## src/rtl/nco_ctrl_pkg.sv

```systemverilog
// Shared types and defaults for the NCO sweep controller.
// State encoding, default widths and the test-field width.
package nco_ctrl_pkg;

  localparam int FW_W_DEF    = 32;
  localparam int DWELL_W_DEF = 16;
  localparam int CNT_W_DEF   = 16;
  localparam int NCO_TEST_W  = 15;

  typedef enum logic [1:0] {
    ST_IDLE,
    ST_LOAD,
    ST_DWELL,
    ST_DONE
  } state_t;

endpackage

```

## src/rtl/nco_dwell_timer.sv

```systemverilog
// Loadable down-counter holding each sweep word for its dwell time.
// Ports: clk, rst (sync, active low), load/load_val, en, zero flag.
module nco_dwell_timer
  import nco_ctrl_pkg::*;
#(
  parameter int W = DWELL_W_DEF
) (
  input  logic         clk,
  input  logic         rst,
  input  logic         load,
  input  logic         en,
  input  logic [W-1:0] load_val,
  output logic         zero
);

  logic [W-1:0] cnt;

  always_ff @(posedge clk) begin
    if (!rst) begin
      cnt <= '0;
    end else if (load) begin
      cnt <= load_val;
    end else if (en && cnt != '0) begin
      cnt <= cnt - 1'b1;
    end
  end

  assign zero = (cnt == '0);

endmodule

```

## src/rtl/nco_sweep_ctrl.sv

```systemverilog
// Linear frequency-word sweep sequencer feeding the NCO.
// Ports: clk, rst (sync, active low), start/abort, cfg_* sweep setup,
// freq_word, nco_test, step_strobe, busy, done, cfg_err, step_cnt.
module nco_sweep_ctrl
  import nco_ctrl_pkg::*;
#(
  parameter int FW_W    = FW_W_DEF,
  parameter int DWELL_W = DWELL_W_DEF,
  parameter int CNT_W   = CNT_W_DEF
) (
  input  logic                  clk,
  input  logic                  rst,
  input  logic                  start,
  input  logic                  abort,
  input  logic                  mode_cont,
  input  logic [FW_W-1:0]       cfg_start_word,
  input  logic [FW_W-1:0]       cfg_stop_word,
  input  logic [FW_W-1:0]       cfg_step_word,
  input  logic [DWELL_W-1:0]    cfg_dwell,
  input  logic [13:0]           cfg_test_offset,
  input  logic                  cfg_test_en,
  output logic [FW_W-1:0]       freq_word,
  output logic [NCO_TEST_W-1:0] nco_test,
  output logic                  step_strobe,
  output logic                  busy,
  output logic                  done,
  output logic                  cfg_err,
  output logic [CNT_W-1:0]      step_cnt
);

  state_t             state;
  logic [FW_W-1:0]    s_start;
  logic [FW_W-1:0]    s_stop;
  logic [FW_W-1:0]    s_step;
  logic [DWELL_W-1:0] s_dwell;
  logic               s_cont;

  logic               tmr_zero;
  logic               tmr_load;
  logic               tmr_en;
  logic [FW_W:0]      nxt;
  logic               past_stop;
  logic               cfg_bad;
  logic [CNT_W-1:0]   cnt_inc;

  // Carry out of the sum counts as running past the stop word.
  assign nxt       = {1'b0, freq_word} + {1'b0, s_step};
  assign past_stop = nxt[FW_W] || (nxt[FW_W-1:0] > s_stop);
  assign cfg_bad   = (cfg_step_word == '0) ||
                     (cfg_start_word > cfg_stop_word);
  assign cnt_inc   = (&step_cnt) ? step_cnt : step_cnt + 1'b1;

  assign tmr_en   = (state == ST_DWELL) && !abort;
  assign tmr_load = ((state == ST_LOAD) && !abort) ||
                    (tmr_en && tmr_zero && (!past_stop || s_cont));

  assign busy = (state == ST_LOAD) || (state == ST_DWELL);

  nco_dwell_timer #(
    .W (DWELL_W)
  ) u_timer (
    .clk      (clk),
    .rst      (rst),
    .load     (tmr_load),
    .en       (tmr_en),
    .load_val (s_dwell),
    .zero     (tmr_zero)
  );

  always_ff @(posedge clk) begin
    if (!rst) begin
      state       <= ST_IDLE;
      s_start     <= '0;
      s_stop      <= '0;
      s_step      <= '0;
      s_dwell     <= '0;
      s_cont      <= 1'b0;
      freq_word   <= '0;
      nco_test    <= '0;
      step_strobe <= 1'b0;
      done        <= 1'b0;
      cfg_err     <= 1'b0;
      step_cnt    <= '0;
    end else begin
      step_strobe <= 1'b0;
      done        <= 1'b0;
      cfg_err     <= 1'b0;
      nco_test    <= {cfg_test_offset, cfg_test_en};
      unique case (state)
        ST_IDLE: begin
          if (start && !abort) begin
            if (cfg_bad) begin
              cfg_err <= 1'b1;
            end else begin
              s_start <= cfg_start_word;
              s_stop  <= cfg_stop_word;
              s_step  <= cfg_step_word;
              s_dwell <= cfg_dwell;
              s_cont  <= mode_cont;
              state   <= ST_LOAD;
            end
          end
        end
        ST_LOAD: begin
          if (abort) begin
            state <= ST_IDLE;
          end else begin
            freq_word   <= s_start;
            step_cnt    <= CNT_W'(1);
            step_strobe <= 1'b1;
            state       <= ST_DWELL;
          end
        end
        ST_DWELL: begin
          if (abort) begin
            state <= ST_IDLE;
          end else if (tmr_zero) begin
            if (!past_stop) begin
              freq_word   <= nxt[FW_W-1:0];
              step_strobe <= 1'b1;
              step_cnt    <= cnt_inc;
            end else if (s_cont) begin
              freq_word   <= s_start;
              step_strobe <= 1'b1;
              step_cnt    <= cnt_inc;
            end else begin
              done  <= 1'b1;
              state <= ST_DONE;
            end
          end
        end
        ST_DONE: begin
          state <= ST_IDLE;
        end
        default: begin
          state <= ST_IDLE;
        end
      endcase
    end
  end

endmodule

```

## config.mk

```make
export PLATFORM = sky130hd
export DESIGN_NAME = nco_sweep_ctrl
export DESIGN_NICKNAME = d
export VERILOG_FILES = /design/src/rtl/nco_ctrl_pkg.sv /design/src/rtl/nco_dwell_timer.sv /design/src/rtl/nco_sweep_ctrl.sv
export SDC_FILE = /design/constraint.sdc
export NUM_CORES = 1
export LEC_CHECK = 0
export CAP_MARGIN = 20
export CORE_UTILIZATION = 58
export DETAILED_ROUTE_END_ITERATION = 16
export GPL_ROUTABILITY_DRIVEN = 0
export PLACE_DENSITY = 0.87
export SLEW_MARGIN = 15
export SYNTH_ARGS = -nofsm -noshare
export SYNTH_HDL_FRONTEND = slang
export SYNTH_SLANG_ARGS = --single-unit
export TNS_END_PERCENT = 10
```

## constraint.sdc

```tcl
create_clock -name clk -period 8.5 [get_ports clk]
set_input_delay 2.125 -clock clk [delete_from_list [all_inputs] [get_ports clk]]
set_output_delay 2.125 -clock clk [all_outputs]
set_load 0.03 [all_outputs]
```

==> impl_metrics.toml, run 1 <==
[synthesis]
synth_cell_types = 70
synth_nets = 1678
synth_area_leaders = "dfxtp_1 (35%), ha_1 (11%), nand2_1 (9.7%), a21oi_1 (9.4%), inv_1 (3.0%)"
ys_warn_count = 0
ys_async_sr_fraction_pct = 0
syn_avg_cell_area_um2 = 7.83
synth-seq-cells = 197
yosys.area.top_type = "dfxtp_1"
syn_area_um2 = 11300
synth_top_area_share_pct = 34.9
synthFlopType = "dfxtp_1"
syn_inst = 1443
synth_edf_count = 0
ys_seq_area_share_pct = 34.9

[pwr]
power.total_w = 0.00253
powerDensity_nw_per_um2 = 181
leakagePower_nw = 5.35
irDropWorstVdd_mv = 0.157

[final_layout]
utilization_pct = 73.9
area_delta_synth_final_pct = 23.6
final_nets = 1830
fillers = 1443
antenna_cells = 0
seq_area_um2 = 3940
drive_gt1_share_pct = 4.23
multi_input_area_um2 = 6720

[route]
drtIter0Drc = 985
firstDrtPassIters = 7
vias = 11000
drt-total-wl_mm = 31.0
vias_per_cell = 5.91
postRouteAntennaNets = 0
wire_per_inst_um = 16.6
remaining_drc_errors = 0

[die]
fp-row-count = 50
core_area_um2 = 18900
dieArea_um2 = 20000
io_pins = 199
fp.dieW_um = 142
die_h_um = 142
initial_utilization_pct = 59.8

[placed_design]
port_buffers = 198
dp_hpwl_mm = 22.5

[sta]
grt_setup_unrepaired = "no"
tightest_slew_ns = 1.12
fin_crit_ns = 6.03
max_freq_mhz = 166
fin_crit_sh_pct = 71.0
setup_violations = 0
hold_violations = 0
final-max-slew-violation-count = 0
slew_headroom_pct = 25.1
fin_setup_tns_ns = 0
finalClockSkew_ns = 0.0126

[setup_path]
worst-endpoint-arrival_ns = 6.33
cp_cell_sequence = "ha_1 -> a21oi_1 -> nor3b_1 -> a211oi_1 -> nor3b_2 -> o21bai_1 -> a21oi_1 -> xnor2_1 -> ha_1 -> a21o_1 -> a211oi_1 -> a21oi_1 -> a211o_1 -> a211o_4 -> nor3_4 -> buf_4 -> mux2i_1 -> a211oi_2"
critPathSlowestCell = "nor3_4"
crit_top_cell = "a21oi_1"
critPathKind = "register to register"
slowest_delay_ns = 0.90
critPathMaxFanout = 20
cp.required_ns = 8.79
worstSetupEndpointType = "register"
crit_family = "compound AO/OA/AOI/OAI gates"
crit_buf_inv = 1
worst_setup_path_start_kind = "register"

[global_route]
grt_pass1_wl_mm = 49.6
grt_pass1_vias = 10200
grt_antenna_before_repair = 0
grt-ovfl-total = 0
grt_start_max_net_pins = 112
track_usage_pct = 30.9

[clocking]
postCtsSetupRepairBufs = 0
clk_pin_slew_ns = 0.07
cts_hold_buf = 0
cts-root-buf = "clkbuf_16"
cts_buffers = 17
clockBufferDepth = 2
numClockSinks = 197
cts_tree = "built"
cts_max_level = 4
cts_resized = 0
insertion_delay_ns = 0.44

[job]
maxCapViolCount = 0

[hold_path]
hp-class = "register to register"

[run_status]
status = "complete, no violations"
==> synthesized netlist by cell type (4+ instances only) <==
cell,count
a211oi_2,9
buf_2,7
a211o_1,4
ha_1,102
nor4_1,17
and2_1,20
o31ai_1,13
a21oi_1,212
clkbuf_1,60
nand4_1,21
dfxtp_1,197
a211oi_1,22
nand3_1,27
xor2_1,12
and3_1,12
o21bai_1,7
o21a_1,5
o211ai_2,9
inv_1,90
a31oi_1,10
mux2i_1,31
nor2_1,75
o211ai_1,9
nor3_1,10
a21o_1,12
nand2_1,293
o21ai_0,54
or2_2,4
nor3b_1,4
nand2b_1,9
xnor2_1,23
nor2b_1,8
==> kinds of logic (layout without fill, tap and decap cells) <==
logic type,after synthesis,count (layout),share of synthesized area (%)
adder cells (fa/ha/maj),103,103,11.5
flip-flops,197,197,34.9
AND/OR/NAND/NOR,517,517,20.5
AO/OA/AOI/OAI,398,398,21.9
multiplexers,31,31,2.75
XOR/XNOR,35,35,2.71
buffers and inverters,162,327,5.66
==> power by group <==
| group | switching (W) | total [W] | internal [W] | leakage, nW |
|---|---|---|---|---|
| Clock | 0.000376 | 0.000761 | 0.000386 | 0.267 |
| Combinational | 0.000435 | 0.000745 | 0.000310 | 3.48 |
| Sequential | 0.0000441 | 0.00102 | 0.000979 | 1.60 |
==> placed cells by master (no fill, tap or decap), types with 22 or more instances in the layout <==
| master | Yosys | final |
|---|---|---|
| dfxtp_1 | 197 | 197 |
| mux2i_1 | 31 | 31 |
| a211oi_1 | 22 | 22 |
| ha_1 | 102 | 102 |
| o21ai_0 | 54 | 54 |
| nor2_1 | 75 | 74 |
| xnor2_1 | 23 | 23 |
| nand2_1 | 293 | 293 |
| a21oi_1 | 212 | 212 |
| nand3_1 | 27 | 27 |
| clkdlybuf4s50_1 | 0 | 198 |
| inv_1 | 90 | 89 |
==> worst paths after layout <==
kind	start	end	cells past startpoint	slack, ns
setup / recovery	freq_word[4]	freq_word[15]	18	2.47
hold / removal	s_stop[31]	s_stop[31]	2	0.46
setup reg to reg	freq_word[4]	freq_word[15]	18	2.47
hold reg to reg	s_stop[31]	s_stop[31]	2	0.46
==> worst register-to-register path, delay by kind of cell (launching register included) <==
family          cells  cell delay [ns]
xor+xnor            1             0.21
buf+inv             1             0.47
fa+ha+maj           2             0.70
simple gates        3             1.69
flops               1             0.33
compound gates     10             2.19
mux                 1             0.29
==> registers in the layout (all words and copies together) (netlist names) <==
register     cells
u_timer.cnt     16
nco_test        15
state            2
done             1
s_cont           1
freq_word       32
s_stop          32
step_cnt        16
step_strobe      1
s_start         32
s_step          32
s_dwell         16
cfg_err          1
==> metrics by stage <==
step | instances | hold slack [ns] | area [um^2] | worst slack (ns)
detailed placement | 1835 | 0.447 | 13400 | 2.53
global route | 1868 | 0.469 | 14000 | 2.17
global placement | 1835 | 0.442 | 13400 | 2.64
finish | 1868 | 0.456 | 14000 | 2.47
floorplan | 1443 | 0.436 | 11300 | 3.63
CTS | 1867 | 0.457 | 13900 | 2.50
==> final cells by class <==
cell class                      count  area share, %
Clock inverter                     12          0.870
Multi-Input combinational cell   1084           48.2
Clock buffer                       20           3.13
Timing Repair Buffer              205           14.8
Inverter                           90           2.44
Sequential cell                   197           28.3
Tap cell                          260           2.33
==> per-layer routing <==
layer  share of wire, %  vias to the layer above  track usage (%)
li1                   -                     5341                -
met5                  0                        -                0
met2                 47                      491             51.3
met4                3.4                        0             13.4
met1                 42                     5119             39.5
met3                7.6                       81             5.10
No activity file was read; power rests on OpenSTA's default activity.
==> inputs of run 2 (changes only) <==
CORE_UTILIZATION = 54   (was 58)
PLACE_DENSITY = 0.81   (was 0.87)
clock period = 6 ns   (was 8.5 ns; I/O delays follow)
==> run 2 against run 1 <==
Compared with the run above:
- core utilization decreased by 4.9 points
- critical path depth is the same
- clock skew shrank 0.0014 ns
- flip-flop and latch count did not move
- register-to-register slack got worse by 1.9 ns
- via count is 0.88% lower
- die area up 7.3%
- hold slack barely moved
- cell count increased by 0.80%
- first-iteration DRC count down 19%
- combinational power rose by 42%
==> impl_metrics.toml, run 2 (synthesis gave the netlist of run 1 again) <==
[run_status]
status = "complete, no violations"

[setup_path]
critPathSlowestCell = "o31a_1"
worst_setup_path_start_kind = "register"
cp.required_ns = 6.36
critPathKind = "register to register"
crit_buf_inv = 0
crit_family = "compound AO/OA/AOI/OAI gates"
worstSetupEndpointType = "register"
critPathMaxFanout = 15
worst-endpoint-arrival_ns = 5.84
rrSetupSlack_ns = 0.52
slowest_delay_ns = 0.70
cp_cell_sequence = "ha_1 -> a21oi_1 -> o21ai_0 -> a2111oi_0 -> a211oi_1 -> o31ai_1 -> o221ai_1 -> xor2_1 -> ha_1 -> nand4_1 -> nor4_1 -> nand2b_1 -> a31oi_1 -> a211o_4 -> o21a_4 -> o31a_1 -> o21ai_0 -> o22ai_1"

[pwr]
combPwrFrac_pct = 28.8
powerDensity_nw_per_um2 = 263
clkPwrFrac_pct = 32.0
switching_power_w = 0.00121
leakagePower_nw = 5.39
power_frac_seq_pct = 39.2
internal-power_w = 0.00248
p_sw_share_pct = 32.8
irDropWorstVdd_mv = 0.205

[sta]
final-max-slew-violation-count = 0
slew_headroom_pct = 40.8
fin_crit_sh_pct = 91.3
tightest_slew_ns = 0.880
setup_violations = 0
finalClockSkew_ns = 0.0112
fin_setup_tns_ns = 0
fin_crit_ns = 5.48
grt_setup_unrepaired = "no"
max_freq_mhz = 182
hold_violations = 0

[job]
maxCapViolCount = 0

[final_layout]
final_nets = 1835
layout_commonest_cell = "nand2_1"
drive_gt1_share_pct = 4.59
finalNonFillerCells = 1883
area_delta_synth_final_pct = 24.4
mostFrequentLayoutCells = "nand2_1 (293), a21oi_1 (212), clkdlybuf4s50_1 (198)"
design_area_um2 = 14100

[global_route]
use_met1_pct = 39.6
grt_antenna_before_repair = 1
grt-busiest-layer = "met2"
grt-ovfl-total = 0
track_usage_pct = 29.8
grt_start_max_net_pins = 90
grt_pass1_vias = 10300
use_met2_pct = 47.2
grt_pass1_wl_mm = 51.6
met3_usage_pct = 5.53

[route]
drtIter0Drc = 802
drt-total-wl_mm = 31.8
vias_per_cell = 5.81
vias = 10900
postRouteAntennaNets = 0
remaining_drc_errors = 0
wire_per_inst_um = 16.9
firstDrtPassIters = 7

[die]
initial_utilization_pct = 55.5
dieArea_um2 = 21500
fp.dieW_um = 147
core_area_um2 = 20400
fp-row-count = 52
die_h_um = 147
io_pins = 199

[clocking]
cts-root-buf = "clkbuf_16"
cts_tree = "built"
cts_max_level = 4
cts_resized = 0
numClockSinks = 197
cts_buffers = 17
cts_hold_buf = 0
postCtsSetupRepairBufs = 0
clk_pin_slew_ns = 0.07
clockBufferDepth = 2
insertion_delay_ns = 0.44

[placed_design]
place_area_um2 = 13500
dp_hpwl_mm = 23.3
port_buffers = 198
placedCellCount = 1851

[hold_path]
hp-class = "register to register"
-- run 2: power by group through the flow --
| stage | sequential (W) | combinational (W) | clock (W) |
|---|---|---|---|
| after detailed placement | 0.00148 | 0.00104 | 0 |
| after floorplan | 0.00153 | 0.000629 | 0 |
| after global routing | 0.00146 | 0.00116 | 0.00125 |
| final | 0.00145 | 0.00106 | 0.00118 |
| after CTS | 0.00145 | 0.00105 | 0.00119 |
| after global placement | 0.00147 | 0.00102 | 0 |
-- run 2: final cells by class --
class | instances | area, um^2
Multi-Input combinational cell | 1084 | 6720
Clock inverter | 11 | 141
Tap cell | 270 | 338
Inverter | 90 | 340
Timing Repair Buffer | 210 | 2110
Sequential cell | 197 | 3940
Antenna cell | 1 | 2.50
Clock buffer | 20 | 457
Fill cell | 1710 | 6310
-- run 2: worst paths after layout --
| path | startpoint | end | cells past startpoint |
|---|---|---|---|
| worst max-delay path | freq_word[14] | step_cnt[5] | 18 |
| worst min register to register | s_dwell[3] | s_dwell[3] | 2 |
| worst max register to register | freq_word[14] | step_cnt[5] | 18 |
| worst min-delay path | s_dwell[3] | s_dwell[3] | 2 |
-- run 2: stage by stage --
step	util (%)	setup slack [ns]	power [W]	hold WS (ns)
after floorplan	-	1.13	0.00216	0.436
after global placement	66.1	0.812	0.00249	0.443
after detailed placement	66.1	0.660	0.00252	0.447
after CTS	69.0	0.641	0.00369	0.456
after global routing	69.0	0.0801	0.00387	0.472
final	69.0	0.520	0.00369	0.456
-- run 2: worst register-to-register path, delay by kind of cell, from the launching register on --
kind	cells	cell delay [ns]
xor+xnor	1	0.19
flops	1	0.33
simple gates	3	0.61
fa+ha+maj	2	0.72
compound gates	12	3.57
-- run 2: layer usage --
| metal | share of wire, % | up-vias |
|---|---|---|
| li1 | - | 5353 |
| met1 | 44 | 5036 |
| met2 | 45 | 464 |
| met3 | 6.7 | 82 |
| met4 | 3.8 | 0 |
| met5 | 0 | - |
